File: src/rtl/cmd_seq_sender.sv
// -----------------------------------------------------------------------------
// cmd_seq_sender
//
// Command sequencer for the Knight's Tour command path. Buffers up to DEPTH
// commands from a host and issues them to the UART command transmitter one at
// a time. Each command is presented on cmd, then strobed with a single-cycle
// send_cmd pulse. The block then waits for a rising edge on resp_rdy, which
// acknowledges the command and captures the response byte. A wait longer than
// TIMEOUT_CYC cycles is reported on timeout_err.
//
// Optional feature (compile-time macro CMD_SEQ_RETRY_EN):
//   defined   - a timed-out command is resent up to MAX_RETRY times before
//               timeout_err is raised.
//   undefined - the first timeout raises timeout_err; MAX_RETRY is unused.
//
// Ports
//   clk          system clock, all logic on posedge
//   rst          synchronous active-high reset
//   push         enqueue push_cmd this cycle
//   push_cmd     command to enqueue
//   flush        drop the queue and abort any in-flight command
//   full/empty   FIFO status
//   count        number of FIFO entries
//   overflow     sticky: a push was dropped because the FIFO was full
//   cmd          command to the transmitter, held until the next pop
//   send_cmd     one-cycle send strobe
//   resp_rdy     response ready from the receiver (rising edge = ack)
//   resp         response byte
//   busy         sequencer is not idle
//   done_vld     one-cycle: command acknowledged
//   done_resp    response byte captured on the ack edge
//   timeout_err  one-cycle: command finally timed out
// -----------------------------------------------------------------------------
module cmd_seq_sender #(
    parameter int CMD_W       = 16,
    parameter int RESP_W      = 8,
    parameter int DEPTH       = 8,
    parameter int TIMEOUT_CYC = 20000000,
    parameter int MAX_RETRY   = 2
) (
    input  logic                     clk,
    input  logic                     rst,
    input  logic                     push,
    input  logic [CMD_W-1:0]         push_cmd,
    input  logic                     flush,
    output logic                     full,
    output logic                     empty,
    output logic [$clog2(DEPTH):0]   count,
    output logic                     overflow,
    output logic [CMD_W-1:0]         cmd,
    output logic                     send_cmd,
    input  logic                     resp_rdy,
    input  logic [RESP_W-1:0]        resp,
    output logic                     busy,
    output logic                     done_vld,
    output logic [RESP_W-1:0]        done_resp,
    output logic                     timeout_err
);

    localparam int PTR_W = $clog2(DEPTH);
    localparam int CNT_W = PTR_W + 1;
    localparam int TMR_W = $clog2(TIMEOUT_CYC + 1);
    localparam logic [CNT_W-1:0] CNT_FULL = CNT_W'(DEPTH);
    localparam logic [TMR_W-1:0] TMR_LAST = TMR_W'(TIMEOUT_CYC - 1);

    // Circular pointers rely on natural wrap-around, so DEPTH must be 2^n.
    if (DEPTH < 2 || (DEPTH & (DEPTH - 1)) != 0 || MAX_RETRY < 0) begin : g_bad_param
        $error("cmd_seq_sender: DEPTH must be a power of 2 >= 2 and MAX_RETRY >= 0");
    end

    typedef enum logic [1:0] {
        IDLE  = 2'd0,
        SETUP = 2'd1,
        PULSE = 2'd2,
        WAIT  = 2'd3
    } state_t;

    state_t             state;
    logic [CMD_W-1:0]   mem [DEPTH];
    logic [PTR_W-1:0]   rd_ptr;
    logic [PTR_W-1:0]   wr_ptr;
    logic [TMR_W-1:0]   timer;
    logic               resp_rdy_q;
    logic               ack_edge;
    logic               pop;
    logic               push_ok;

`ifdef CMD_SEQ_RETRY_EN
    localparam int RTY_W = (MAX_RETRY > 0) ? $clog2(MAX_RETRY + 1) : 1;
    logic [RTY_W-1:0]   retry_cnt;
`endif

    assign empty    = (count == '0);
    assign full     = (count == CNT_FULL);
    assign busy     = (state != IDLE);
    assign ack_edge = resp_rdy & ~resp_rdy_q;

    // The FSM only pops from IDLE; no bypass, so a fresh push is seen one
    // cycle after it lands. A pop in the same cycle frees a slot for a push.
    assign pop     = (state == IDLE) && !empty && !flush;
    assign push_ok = push && !flush && (!full || pop);

    // NOTE: FIFO storage has no reset; only pointers and count define which
    // entries are valid, so clearing the array would be wasted logic.
    always_ff @(posedge clk) begin
        if (push_ok) begin
            mem[wr_ptr] <= push_cmd;
        end
    end

    // NOTE: all state is updated with non-blocking assignments so every
    // register samples pre-edge values, independent of statement order.
    always_ff @(posedge clk) begin
        if (rst) begin
            rd_ptr   <= '0;
            wr_ptr   <= '0;
            count    <= '0;
            overflow <= 1'b0;
        end else if (flush) begin
            rd_ptr <= '0;
            wr_ptr <= '0;
            count  <= '0;
        end else begin
            if (push_ok) begin
                wr_ptr <= wr_ptr + 1'b1;
            end
            if (pop) begin
                rd_ptr <= rd_ptr + 1'b1;
            end
            if (push_ok && !pop) begin
                count <= count + 1'b1;
            end else if (pop && !push_ok) begin
                count <= count - 1'b1;
            end
            if (push && full && !pop) begin
                overflow <= 1'b1;
            end
        end
    end

    always_ff @(posedge clk) begin
        if (rst) begin
            state       <= IDLE;
            cmd         <= '0;
            send_cmd    <= 1'b0;
            timer       <= '0;
            // Preset high so a resp_rdy already high out of reset is not an edge.
            resp_rdy_q  <= 1'b1;
            done_vld    <= 1'b0;
            done_resp   <= '0;
            timeout_err <= 1'b0;
`ifdef CMD_SEQ_RETRY_EN
            retry_cnt   <= '0;
`endif
        end else begin
            resp_rdy_q  <= resp_rdy;
            done_vld    <= 1'b0;
            timeout_err <= 1'b0;
            if (flush) begin
                state    <= IDLE;
                send_cmd <= 1'b0;
                timer    <= '0;
`ifdef CMD_SEQ_RETRY_EN
                retry_cnt <= '0;
`endif
            end else begin
                case (state)
                    IDLE: begin
                        if (pop) begin
                            cmd   <= mem[rd_ptr];
                            state <= SETUP;
`ifdef CMD_SEQ_RETRY_EN
                            retry_cnt <= '0;
`endif
                        end
                    end
                    SETUP: begin
                        send_cmd <= 1'b1;
                        state    <= PULSE;
                    end
                    PULSE: begin
                        send_cmd <= 1'b0;
                        timer    <= '0;
                        if (ack_edge) begin
                            done_vld  <= 1'b1;
                            done_resp <= resp;
                            state     <= IDLE;
                        end else begin
                            state <= WAIT;
                        end
                    end
                    WAIT: begin
                        timer <= timer + 1'b1;
                        // Ack is checked first so it wins over a same-cycle timeout.
                        if (ack_edge) begin
                            done_vld  <= 1'b1;
                            done_resp <= resp;
                            state     <= IDLE;
                        end else if (timer == TMR_LAST) begin
`ifdef CMD_SEQ_RETRY_EN
                            if (retry_cnt < RTY_W'(MAX_RETRY)) begin
                                retry_cnt <= retry_cnt + 1'b1;
                                state     <= SETUP;
                            end else begin
                                timeout_err <= 1'b1;
                                state       <= IDLE;
                            end
`else
                            timeout_err <= 1'b1;
                            state       <= IDLE;
`endif
                        end
                    end
                    default: state <= IDLE;
                endcase
            end
        end
    end

endmodule

File: config.mk
export PLATFORM = sky130hd
export DESIGN_NAME = cmd_seq_sender
export DESIGN_NICKNAME = d
export VERILOG_FILES = /design/src/rtl/cmd_seq_sender.sv
export SDC_FILE = /design/constraint.sdc
export NUM_CORES = 1
export LEC_CHECK = 0
export CORE_UTILIZATION = 58
export DETAILED_ROUTE_END_ITERATION = 8
export PLACE_DENSITY_LB_ADDON = 0.1
export SYNTH_ARGS = -nofsm -noshare
export SYNTH_HDL_FRONTEND = slang
export SYNTH_SLANG_ARGS = --single-unit
File: constraint.sdc
create_clock -name clk -period 3.31 [get_ports clk]
set_input_delay 0.662 -clock clk [delete_from_list [all_inputs] [get_ports clk]]
set_output_delay 0.662 -clock clk [all_outputs]
set_load 0.01 [all_outputs]
==> impl_results.md <==
* Syn_nets at 562
* PnR worst setup slack at ~0.57 ns
* Clock Latency Late Sink at around 0.44 ns
* Overflow after GRT at 0
* Post_cts resized at 0
* Die H at around 120 µm
* Worst VDD drop at ~0.55 mV
* Crit path DAT at a little over 3 ns
* Synth top area cells: edfxtp_1 49%, dfxtp_1 17%, mux4_2 9.2%
* Max Slew Vio Count at 0
* Mapped cell area at slightly below 0.008 mm²
* Min-delay worst type: flop to flop
* Die Wd at ~120 µm
* Leakage power at 0.003079 µW
* Setup TNS at 0 ns
* #FFs+latches synth at 194
* Startpoint class of the critical path: flop
* Outcome: finished clean
* Row cnt at 42
* Layout cell share with drive strength beyond 1 at 0.1716
* Design Area, Final at ~0.0093 mm²
* Detail Route Antenna Nets at 0
* Critical R2R Launch: state[1]$_SDFFE_PP0P_
* DR WL/cell at just under 20 µm
* DIE AREA at 0.01392 mm²
* CP delay by family, top: compound AO/OA/AOI/OAI gates
* Crit. Startpoint: state[1]$_SDFFE_PP0P_
* Worst slew margin at 0.1750
* Final min period at 2.737 ns
* Vias at 4629
* FMAX at between 300 and 400 MHz
* Final wirelength at roughly 15000 µm
* Area Overhead vs Synth at 19.32%
* Buffers on Ports at 63
* Most frequent cells after synthesis: 128 x edfxtp_1, 66 x dfxtp_1, 62 x nor2_1, 32 x mux4_2, 27 x mux2i_1
* Via density at between 5 and 6
* Max clock buf depth at 2
* PD cells at about 560 mW/mm²
* Yosys warnings at 0
* Post-Place Cell Area at 0.008687 mm²
* Cells along the critical path: inv_1 -> ha_1 -> inv_1 -> a211o_1 -> inv_2 -> ha_1 -> inv_1 -> ha_1 -> a21o_1 -> a21oi_1 -> xnor2_1 -> or3_1 -> a21oi_1
* Global Route Usage Sum at 0.2355
* Antenna violations before repair at 0
* Clock transition at path regs at around 0.070 ns
* Final net count at 633
* H-tree Lvls at 4
* Final period util at 0.8268
* Mapped Cells at roughly 520
* Main flop type after synthesis: edfxtp_1
* Worst setup path class: flop to flop
* Setup Viol. Count Final at 0
* DRC errors left at 0
* Root Buffer: clkbuf_16
* Post-DP HPWL at 9044 µm
* Post-place setup slack at roughly 0.17 ns
* Max-cap viol count at 0
* Post-synth top area share at 0.4926
* Clk_skew at 0.009399 ns
* CP max stage cell: dfxtp_1
* First-pass GRT wire length at between 20000 and 25000 µm
* Antenna Cells at 0
* First-pass DRT Iterations at 5
* Core Box Area at between 0.01 and 0.015 mm²
* Final hold vios at 0
* Largest net degree at the start of global routing at 35
* CP endpoint kind: flop
* Final hold slack at ~0.48 ns
* Worst slew pin tran at around 1.2 ns
* CTS Buf Count at 17
* Number of synthesized flops with an enable pin at around 130
* Cts hold-fix bufs at 0
* Synth async-reset ratio at 0
* Final GP Congestion at 0.8513
* 1st-iter DRT viols at approximately 360
* Postcts setup bufs at 0
* Top-count cell post-synth: edfxtp_1
* Mean Syn Cell Area at 14.95 µm²
* Synth area leader: edfxtp_1
* Unique masters post-synth at 50
* Sink Count at 194
* Max incr delay on CP at 0.33 ns
* Via count of the first global-routing pass at roughly 4600
* RSZ-0062 raised after global routing: no
* TritonCTS clock tree: done
* Starting density of the core at 0.5915
* Worst EP required at 3.67 ns
* IO Count at 64
* Worst Path Buf+Inv at 4
* Worst hold start: timer[24]$_SDFFE_PP0N_
* Register area share after synthesis at 0.6620
* Critical Path Fanout Max at 5
metal layers:
metal / up-vias / global-route usage / share of wire
met5: - / 0 / 0
met1: 2314 / 0.2993 / 0.42
li1: 2140 / - / -
met2: 148 / 0.3886 / 0.51
met3: 27 / 0.05862 / 0.054
met4: 0 / 0.09535 / 0.020
stage by stage:
stage                     power, µW    util  std cells
after floorplan                2956       -        522
after global placement         3129  0.6586        750
after detailed placement       3142  0.6586        750
after CTS                      5245  0.7058        782
after global routing           5383  0.7058        782
final                          5206  0.7058        782
worst reg2reg max path, cell delays in order (launching register included):
cell and delay (ns):
dfxtp_1 0.33, inv_1 0.12, ha_1 0.24, inv_1 0.09, a211o_1 0.30, inv_2 0.12
ha_1 0.19, inv_1 0.09, ha_1 0.29, a21o_1 0.18, a21oi_1 0.19, xnor2_1 0.10
or3_1 0.30, a21oi_1 0.14
flip-flops by register name, indices dropped and copies added (netlist names):
name and cells:
mem 128, timer 25, cmd 16, done_resp 8
count 4, rd_ptr 3, wr_ptr 3, state 2
done_vld 1, overflow 1, resp_rdy_q 1, send_cmd 1
timeout_err 1
cells by family after synthesis:
group,synth area share
buf+inv,0.01876
flops,0.6620
xor+xnor,0.01235
compound gates,0.04394
fa+ha+maj,0.01860
simple gates,0.1058
mux,0.1385
final cells by class:
cell class / count / area, µm²
Clock inverter: 15 / 197.7
Inverter: 10 / 37.54
Fill cell: 878 / 3880
Sequential cell: 194 / 5166
Multi-Input combinational cell: 292 / 2520
Clock buffer: 17 / 425.4
Timing Repair Buffer: 78 / 743.2
Tap cell: 176 / 220.2
where the power goes:
part / switching (µW) / internal, µW / leakage (µW)
Sequential: 32.5 / 2620 / 0.00169
Combinational: 207 / 221 / 0.00109
Clock: 969 / 1150 / 0.000293
Total: 1210 / 4000 / 0.00308
cell usage in the layout (no fill, tap or decap), drive strengths merged, types with 5 or more instances in the layout:
master / count
dfxtp: 66
nand3: 13
edfxtp: 128
xnor2: 5
mux2i: 27
a211oi: 21
nor4: 8
inv: 16
buf: 15
a21oi: 13
clkdlybuf4s50: 63
or2: 7
xor2: 6
clkbuf: 17
and3: 5
mux4: 32
nor3: 9
ha: 10
nor2: 62
mux2: 8
nand2: 24
nand4: 13
path summary, 6_finish.rpt:
| check | to | slack (ns) | cells after the start |
|---|---|---|---|
| hold / removal | timer[24]$_SDFFE_PP0N_ | 0.48 | 2 |
| hold reg to reg | timer[24]$_SDFFE_PP0N_ | 0.48 | 2 |
| setup reg to reg | count[3]$_SDFFE_PP0P_ | 0.57 | 13 |
| setup / recovery | count[3]$_SDFFE_PP0P_ | 0.57 | 13 |
No activity file was read; power rests on OpenSTA's default activity.
